$ cat src/rtl/score_led_unit.sv
// Score/LED unit: marker position, round arbitration, speed-round counting and playfield LEDs.
// Optional speed-round counters enabled by defining SCORE_SPEED_ROUND_EN.
module score_led_unit #(
  parameter int unsigned SPEED_TARGET  = 8,
  parameter int unsigned DISPLAY_TICKS = 4
) (
  input  logic       clk,
  input  logic       rst,
  input  logic       slowen,
  input  logic       pbl,
  input  logic       pbr,
  input  logic       leds_on,
  input  logic       clear,
  input  logic       fake,
  input  logic       speed_round,
  input  logic [2:0] led_control,
  output logic       winrnd,
  output logic       winspeed,
  output logic       speed_exit,
  output logic [8:0] leds,
  output logic       match_over
);

  localparam logic [2:0] LcDark  = 3'b000;
  localparam logic [2:0] LcReset = 3'b001;
  localparam logic [2:0] LcAll   = 3'b010;
  localparam logic [2:0] LcScore = 3'b011;
  localparam logic [2:0] LcFake  = 3'b100;
  localparam logic [2:0] LcSpeed = 3'b110;

  localparam logic [3:0] PosMin = 4'd0;
  localparam logic [3:0] PosMax = 4'd8;
  localparam logic [3:0] PosMid = 4'd4;

`ifdef SCORE_SPEED_ROUND_EN
  localparam int unsigned ExitTicks = DISPLAY_TICKS;
  localparam logic [3:0]  SpeedTgt  = 4'(SPEED_TARGET);
`else
  localparam int unsigned ExitTicks = 1;
`endif
  localparam int unsigned    TickW    = (ExitTicks < 2) ? 1 : $clog2(ExitTicks);
  localparam logic [TickW-1:0] TickLast = TickW'(ExitTicks - 1);

  if (SPEED_TARGET < 1 || SPEED_TARGET > 15) begin : g_bad_target
    $error("SPEED_TARGET must lie in 1..15");
  end
  if (DISPLAY_TICKS < 1) begin : g_bad_ticks
    $error("DISPLAY_TICKS must be at least 1");
  end

  typedef enum logic [1:0] {WinNone, WinLeft, WinRight, WinTie} win_e;

  logic [3:0]       pos_q, pos_d;
  logic             match_over_q, match_over_d;
  logic             armed_q, armed_d;
  logic             used_q, used_d;
  logic             sr_prev_q;
  win_e             win_q, win_d;
  logic [TickW-1:0] tick_q, tick_d;
  logic             exit_done_q, exit_done_d;
  logic             winrnd_q, winrnd_d;
  logic             winspeed_q, winspeed_d;
  logic             speed_exit_q, speed_exit_d;
  logic [8:0]       leds_q, leds_d;

  logic sr_rise, live, foul, round_evt, round_left, round_right;
  logic speed_left, speed_right;

`ifdef SCORE_SPEED_ROUND_EN
  logic [3:0] cnt_l_q, cnt_l_d, cnt_r_q, cnt_r_d;
  logic       sp_done_q, sp_done_d;
  logic       hit_l, hit_r;
`endif

  always_comb begin
    sr_rise = speed_round & ~sr_prev_q;

    // Armed tracks clear directly; used_q limits each round to a single scored event.
    live        = armed_q & ~used_q & ~clear & ~speed_round;
    foul        = fake | (led_control == LcDark);
    round_evt   = live & (pbl ^ pbr) & (foul | (led_control == LcScore));
    round_left  = round_evt & (foul ? pbr : pbl);
    round_right = round_evt & ~round_left;
    armed_d     = ~clear;
    used_d      = clear ? 1'b0 : (used_q | round_evt);
    winrnd_d    = round_evt;

`ifdef SCORE_SPEED_ROUND_EN
    cnt_l_d     = sr_rise ? 4'd0 : cnt_l_q;
    cnt_r_d     = sr_rise ? 4'd0 : cnt_r_q;
    sp_done_d   = sr_rise ? 1'b0 : sp_done_q;
    win_d       = sr_rise ? WinNone : win_q;
    hit_l       = 1'b0;
    hit_r       = 1'b0;
    speed_left  = 1'b0;
    speed_right = 1'b0;
    winspeed_d  = 1'b0;
    // Counters never exceed the target: reaching it freezes the round.
    if (speed_round && !sp_done_d) begin
      if (pbl) cnt_l_d = cnt_l_d + 4'd1;
      if (pbr) cnt_r_d = cnt_r_d + 4'd1;
      hit_l = (cnt_l_d == SpeedTgt);
      hit_r = (cnt_r_d == SpeedTgt);
      if (hit_l || hit_r) begin
        sp_done_d  = 1'b1;
        winspeed_d = 1'b1;
        if (hit_l && hit_r) begin
          win_d = WinTie;
        end else if (hit_l) begin
          win_d      = WinLeft;
          speed_left = 1'b1;
        end else begin
          win_d       = WinRight;
          speed_right = 1'b1;
        end
      end
    end
`else
    speed_left  = 1'b0;
    speed_right = 1'b0;
    winspeed_d  = sr_rise;
    win_d       = sr_rise ? WinTie : win_q;
`endif

    pos_d = pos_q;
    if (!match_over_q) begin
      if ((round_left || speed_left) && pos_q != PosMin) begin
        pos_d = pos_q - 4'd1;
      end else if ((round_right || speed_right) && pos_q != PosMax) begin
        pos_d = pos_q + 4'd1;
      end
    end
    match_over_d = match_over_q | (pos_d == PosMin) | (pos_d == PosMax);

    tick_d       = tick_q;
    exit_done_d  = exit_done_q;
    speed_exit_d = 1'b0;
    if (led_control != LcSpeed) begin
      tick_d      = '0;
      exit_done_d = 1'b0;
    end else if (slowen && !exit_done_q) begin
      if (tick_q == TickLast) begin
        speed_exit_d = 1'b1;
        exit_done_d  = 1'b1;
      end else begin
        tick_d = tick_q + TickW'(1);
      end
    end

    // LEDs use next-state values so the display lines up with the event pulses.
    leds_d = '0;
    if (leds_on) begin
      case (led_control)
        LcReset: leds_d = 9'b0_0001_0000;
        LcAll:   leds_d = '1;
        LcScore: leds_d = 9'd1 << pos_d;
        LcFake:  leds_d = 9'd1 << (PosMax - pos_d);
        LcSpeed: begin
          case (win_d)
            WinLeft:  leds_d = 9'b0_0000_1111;
            WinRight: leds_d = 9'b1_1110_0000;
            WinTie:   leds_d = 9'b0_0001_0000;
            default:  leds_d = '0;
          endcase
        end
        default: leds_d = '0;
      endcase
    end
  end

  always_ff @(posedge clk) begin
    if (rst) begin
      pos_q        <= PosMid;
      match_over_q <= 1'b0;
      armed_q      <= 1'b0;
      used_q       <= 1'b0;
      sr_prev_q    <= 1'b0;
      win_q        <= WinNone;
      tick_q       <= '0;
      exit_done_q  <= 1'b0;
      winrnd_q     <= 1'b0;
      winspeed_q   <= 1'b0;
      speed_exit_q <= 1'b0;
      leds_q       <= '0;
    end else begin
      pos_q        <= pos_d;
      match_over_q <= match_over_d;
      armed_q      <= armed_d;
      used_q       <= used_d;
      sr_prev_q    <= speed_round;
      win_q        <= win_d;
      tick_q       <= tick_d;
      exit_done_q  <= exit_done_d;
      winrnd_q     <= winrnd_d;
      winspeed_q   <= winspeed_d;
      speed_exit_q <= speed_exit_d;
      leds_q       <= leds_d;
    end
  end

`ifdef SCORE_SPEED_ROUND_EN
  always_ff @(posedge clk) begin
    if (rst) begin
      cnt_l_q   <= 4'd0;
      cnt_r_q   <= 4'd0;
      sp_done_q <= 1'b0;
    end else begin
      cnt_l_q   <= cnt_l_d;
      cnt_r_q   <= cnt_r_d;
      sp_done_q <= sp_done_d;
    end
  end
`endif

  assign winrnd     = winrnd_q;
  assign winspeed   = winspeed_q;
  assign speed_exit = speed_exit_q;
  assign leds       = leds_q;
  assign match_over = match_over_q;

endmodule

$ cat config.mk
export PLATFORM = sky130hd
export DESIGN_NAME = score_led_unit
export DESIGN_NICKNAME = d
export VERILOG_FILES = /design/src/rtl/score_led_unit.sv
export SDC_FILE = /design/constraint.sdc
export NUM_CORES = 1
export LEC_CHECK = 0
export BUFFER_PORTS_ARGS = -buffer_cell sky130_fd_sc_hd__buf_2
export CORE_MARGIN = 3
export CORE_UTILIZATION = 58
export CTS_BUF_LIST = sky130_fd_sc_hd__clkbuf_16
export DETAILED_ROUTE_END_ITERATION = 12
export PLACE_DENSITY = 0.86
export SLEW_MARGIN = 20
export SYNTH_ARGS = -nofsm -noshare
export SYNTH_HDL_FRONTEND = slang
export SYNTH_SLANG_ARGS = --single-unit
$ cat constraint.sdc
create_clock -name clk -period 6.9 [get_ports clk]
set_clock_uncertainty 0.2 [all_clocks]
set_input_delay 0.345 -clock clk [delete_from_list [all_inputs] [get_ports clk]]
set_output_delay 0.345 -clock clk [all_outputs]
set_load 0.01 [all_outputs]
After elaboration in Yosys (flattened, before gate mapping)
Cells that the tools add are included.
{"block": "op_classes", "n_eq_ne": 11, "mul": 0, "bitwise_logic": 22, "mux": 9, "n_shift": 2, "n_lt_le_gt_ge": 0, "add_sub_neg": 4, "div_mod_pow": 0, "n_reduce_logical": 12}
{"op": "$pmux 9 s5", "count": 1}
{"op": "$pmux 9 s3", "count": 1}
{"op": "$shl 1x4->9 const A", "count": 2}
{"op": "$mux 4", "count": 3}
{"op": "$and 1x1->1", "count": 8}
{"op": "$not 1->1", "count": 8}
{"op": "$eq 3x2->1 const B", "count": 2}
{"op": "$eq 3x3->1 const B", "count": 2}
{"op": "$reduce_or 2->1", "count": 3}
{"op": "$or 1x1->1", "count": 5}
{"op": "$add 4x1->4 const B", "count": 1}
{"op": "$eq 2x2->1 const B", "count": 2}
{"op": "$eq 4x4->1 const B", "count": 1}
{"op": "$logic_not 4->1", "count": 1}
{"op": "$ne 4x4->1 const B", "count": 1}
{"op": "$reduce_bool 4->1", "count": 1}
{"op": "$sub 4x1->4 const B", "count": 1}
{"op": "$sub 4x4->4 const A", "count": 1}
{"op": "$eq 3x1->1 const B", "count": 1}
{"op": "$logic_and 1x1->1", "count": 3}
{"op": "$logic_not 3->1", "count": 1}
{"op": "$mux 1", "count": 3}
{"op": "$ne 3x3->1 const B", "count": 1}
{"op": "$reduce_or 3->1", "count": 1}
{"op": "other kinds (6)", "count": 6}
{"block": "totals", "memories": 0, "out_inout_bits": 13, "latch_bits": 0, "elab_cells": 72, "register_bits": 24, "ram_bits": 0, "romBits": 0, "input_bits": 12}

Logic depth before layout (Yosys ltp)
{"block": "depth", "ltp_word": 16, "mapped_depth": 11}

Worst setup path before layout
OpenSTA, ideal clock, no wires.
{"block": "synth_path", "path_type": "input -> register", "startpoint": "in led_control[0]", "endpoint": "reg leds_q[1] (netlist: leds[1])", "cell_stages": 9, "slack_ns": 4.279, "n_path_buf": 1, "arrival_ns": 2.294, "cell_sequence": "buf_6 -> or4b_4 -> o311ai_4 -> nand3b_1 -> a21oi_2 -> mux2_4 -> mux2_4 -> a21oi_2 -> a21oi_1"}
{"block": "synth_between", "elab_chain_len": 14, "elab_cells_between_ends": 22, "classes_between": "add/sub: 1; eq/ne: 5; shift: 2; mux: 5; bitwise: 6; reduce/logical: 3"}
{"item": "from (decl)", "line_no": "16", "text": "input logic [2:0] led_control,"}
{"item": "$logic_not 3->1", "line_no": "80", "text": "foul = fake | (led_control == LcDark);"}
{"item": "$or 1x1->1", "line_no": "80"}
{"item": "$or 1x1->1", "line_no": "81", "text": "round_evt = live & (pbl ^ pbr) & (foul | (led_control == LcScore));"}
{"item": "$and 1x1->1", "line_no": "81"}
{"item": "$and 1x1->1", "line_no": "82", "text": "round_left = round_evt & (foul ? pbr : pbl);"}
{"item": "$not 1->1", "line_no": "83", "text": "round_right = round_evt & ~round_left;"}
{"item": "$and 1x1->1", "line_no": "83"}
{"item": "$logic_and 1x1->1", "line_no": "129", "text": "end else if ((round_right || speed_right) && pos_q != PosMax) begin"}
{"item": "$mux 4", "line_no": "129"}
{"item": "$mux 4", "line_no": "127", "text": "if ((round_left || speed_left) && pos_q != PosMin) begin"}
{"item": "$mux 4", "line_no": "126", "text": "if (!match_over_q) begin"}
{"item": "$sub 4x4->4", "line_no": "157", "text": "LcFake: leds_d = 9'd1 << (PosMax - pos_d);"}
{"item": "$shl 1x4->9", "line_no": "157"}
{"item": "$pmux 9 s5 (*)", "line_no": "153", "text": "case (led_control)"}
{"item": "to (signal assigned)", "line_no": "197", "text": "leds_q <= leds_d;"}
{"item": "to (decl)", "line_no": "64", "text": "logic [8:0] leds_q, leds_d;"}
Mark *: on every way between the ends. The rest lies on a longest branch, timed or not.
A chain may end at the register's enable or synchronous reset.

Worst setup path in the final report
{"block": "layout_path", "startpoint": "reg pos_q[1]", "endpoint": "reg leds_q[1] (netlist: leds[1])"}
{"block": "layout_between", "elab_chain_len": 8, "elab_cells_between_ends": 13, "classes_between": "add/sub: 3; eq/ne: 1; shift: 2; mux: 4; reduce/logical: 3"}
{"item": "from (decl)", "line_no": "53", "text": "logic [3:0] pos_q, pos_d;"}
{"item": "from (signal assigned)", "line_no": "173", "text": "pos_q <= PosMid;"}
{"item": "from (signal assigned)", "line_no": "186", "text": "pos_q <= pos_d;"}
{"item": "parallel branches: the longest is 4 deep, another holds $add 4x1->4"}
{"item": "$mux 4 (*)", "line_no": "126"}
{"item": "$sub 4x4->4", "line_no": "157"}
{"item": "$shl 1x4->9", "line_no": "157"}
{"item": "$pmux 9 s5 (*)", "line_no": "153"}
Mark *: on every way between the ends.

==> impl_metrics.toml <==
[outcome]
outcome = "complete, no violations"

[synth]
ys_seq_elements = 23
synth_edf_count = 0
ys_seq_area_share_pct = 34.7
synth_warnings = 0
yosysUniqueCellTypes = 48
ys_async_sr_fraction_pct = 0
syn-num-nets = 167
syn_area_um2 = 1330
avgSynthCellArea_um2 = 8.68
netlist_instances = 153
synthFlopType = "dfxtp_1"

[sta]
slew_headroom_pct = 44.3
finalMaxSlewViolations = 0
setup_violations = 0
clock.fmax_mhz = 363
setup_tns_ps = 0
hold_viol_final = 0
post-route-min-period_ps = 2760
grt_setup_unrepaired = "false"
worstMarginPinSlew_ps = 833
fin_crit_sh_pct = 39.9

[setup_path]
worstPathArrival_ps = 2690
cp_cell_sequence = "inv_1 > ha_1 > nor2b_1 > or3b_2 > a41oi_1 > and2b_1 > xnor2_1 > nand2b_4 > a21oi_1"
slowest_stage = "or3b_2"
crit_path_start_kind = "register"
slowest_delay_ps = 490
path_delay_family = "simple AND/OR/NAND/NOR gates"
cp.required_ps = 6830
path_class = "register to register"
worstPathMaxFanout = 8
crit_buf_inv = 1
worst_setup_path_end_kind = "register"

[global_routing]
overflow = 0
grt_first_pass_wirelength_um = 4750
grt_pass1_vias = 1066
grt_max_degree = 17
grt_util_all_layers_pct = 22.9
antenna_found_initial = 0

[clocking]
htree_num_levels = 1
cts_tree = "built"
clkLatencyLatePin_ps = 260
post_cts_buffers = 0
cts.clk_slew.worst_paths_ps = 60
cts_sinks = 23
cts-resized-gates = 0
root_buffer = "clkbuf_16"
cts_buffer_depth = 2
holdBufCountCts = 0
cts_buffers = 3

[floorplanning]
design.core.area_um2 = 2060
ioPinCount = 25
initial_utilization_pct = 64.4
fp.dieH_um = 53.8
die_w_um = 53.8
row_count = 16
design.die.area_um2 = 2900

[cells_and_area]
antenna_cells = 0
multiInputGateArea_um2 = 803
area_growth_pct = 14.5
final_core_util_pct = 73.7
nets = 190
drive_gt1_share_pct = 23.4
fill_cells = 158
seqCellArea_um2 = 460

[worst_hold_path]
hp-class = "input pin to register"

[power_and_ir_drop]
p_sw_mw = 0.0701
p_clk_share_pct = 41.9
p_seq_share_pct = 46.3
vdd.ir_drop.worst_uv = 152
powerDensity_nw_per_um2 = 196
p_int_mw = 0.229
p_leak_nw = 0.624
p_comb_share_pct = 11.8
p_sw_share_pct = 23.5

[detailed_routing]
vias = 1189
drt-pass1-iter-count = 4
viasPerCell = 5.89
routed.top_layer = "met4"
drt_iter0_markers = 30
drc = 0
wl_per_cell_um = 14.5
wl_met2_um = 1470
dr_wl_met3_um = 168
wl_um = 2920
wl_met1_um = 1220
ant_nets = 0

[placement]
gp_congestion = 0.823
dpl.hpwl_um = 1980
port_buffers = 24

[job]
drv_cap = 0
-- stage by stage --
step           instances  hold WS (ps)  power, mW  setup slack, ps  cell area [um2]
6_report             202          69.7      0.299             4140             1520
4_1_cts              202          73.9      0.298             4190             1520
3_5_place_dp         198           209      0.175             4000             1440
5_1_grt              202          87.8      0.308             4040             1520
3_3_place_gp         198           202      0.174             4070             1440
2_1_floorplan        153           192      0.167             4280             1330
-- area by class of cell --
type                    instances  share of cell area [%]
multi-input cells             118                    52.8
clock inverters                 1                   0.329
repair buffers                 24                    7.90
clock buffers                   3                    4.94
well taps                      27                    2.22
flip-flops and latches         23                    30.3
inverters                       6                    1.48
-- synth_stat cells (3+ instances only) --
cell type,n,share of area [%]
a211o_1,3,2.0
a21oi_1,7,2.6
clkbuf_1,3,0.85
dfxtp_1,23,35
inv_1,6,1.7
nand2_1,18,5.1
nand2b_1,3,1.4
nand3_1,6,2.3
nand3b_1,3,1.7
nor2_1,21,5.9
nor2b_1,7,3.3
nor3b_1,3,1.7
o21ai_1,4,1.5
xnor2_1,3,2.0
xor2_1,4,2.6
-- cells in the final DEF (no fill, tap or decap), types with 2 or more instances in the layout --
| cell | n |
|---|---|
| buf_2 | 24 |
| dfxtp_1 | 23 |
| nor2_1 | 21 |
| nand2_1 | 18 |
| nor2b_1 | 7 |
| a21oi_1 | 7 |
| inv_1 | 6 |
| nand3_1 | 6 |
| xor2_1 | 4 |
| o21ai_1 | 4 |
| a211o_1 | 3 |
| nand3b_1 | 3 |
| nand2b_1 | 3 |
| nor3b_1 | 3 |
| xnor2_1 | 3 |
| clkbuf_16 | 3 |
| or3b_1 | 2 |
| a21oi_2 | 2 |
| mux2_4 | 2 |
| a2111oi_1 | 2 |
| a21boi_1 | 2 |
| a21boi_0 | 2 |
| ha_1 | 2 |
-- power groups by stage --
stage	logic, mW	clock network (mW)	registers (mW)
4_1_cts	0.0348	0.125	0.138
6_report	0.0352	0.125	0.138
5_1_grt	0.0391	0.131	0.138
2_1_floorplan	0.0260	0	0.141
3_5_place_dp	0.0344	0	0.141
3_3_place_gp	0.0330	0	0.141
-- cells by family (layout without fill, tap and decap cells) --
kind of cell,Yosys count,count (layout),synth area share (%)
compound gates,31,31,19.7
flops,23,23,34.7
fa+ha+maj,2,2,1.88
mux,3,3,3.02
simple gates,75,75,31.2
buf+inv,12,34,4.90
xor+xnor,7,7,4.62
-- layer usage --
layer | vias to the layer above | global-route usage [%]
li1 | 578 | -
met1 | 565 | 26.9
met2 | 39 | 41.1
met3 | 7 | 3.32
met4 | 0 | 9.36
met5 | - | 0
-- state kept, by name, indices dropped and copies added (netlist names) --
register,count
pos_q,4
leds,9
used_q,1
winrnd,1
win_q,2
armed_q,1
sr_prev_q,1
winspeed,1
match_over,1
speed_exit,1
exit_done_q,1
-- worst paths after layout --
path / startpoint / endpoint / slack (ps) / depth (start not counted)
setup / recovery: pos_q[1] / leds[1] / 4140 / 9
hold / removal: clear / armed_q / 70 / 2
setup reg to reg: pos_q[1] / leds[1] / 4140 / 9
hold reg to reg: sr_prev_q / winspeed / 220 / 1
Power figures use the tool's default switching activity.
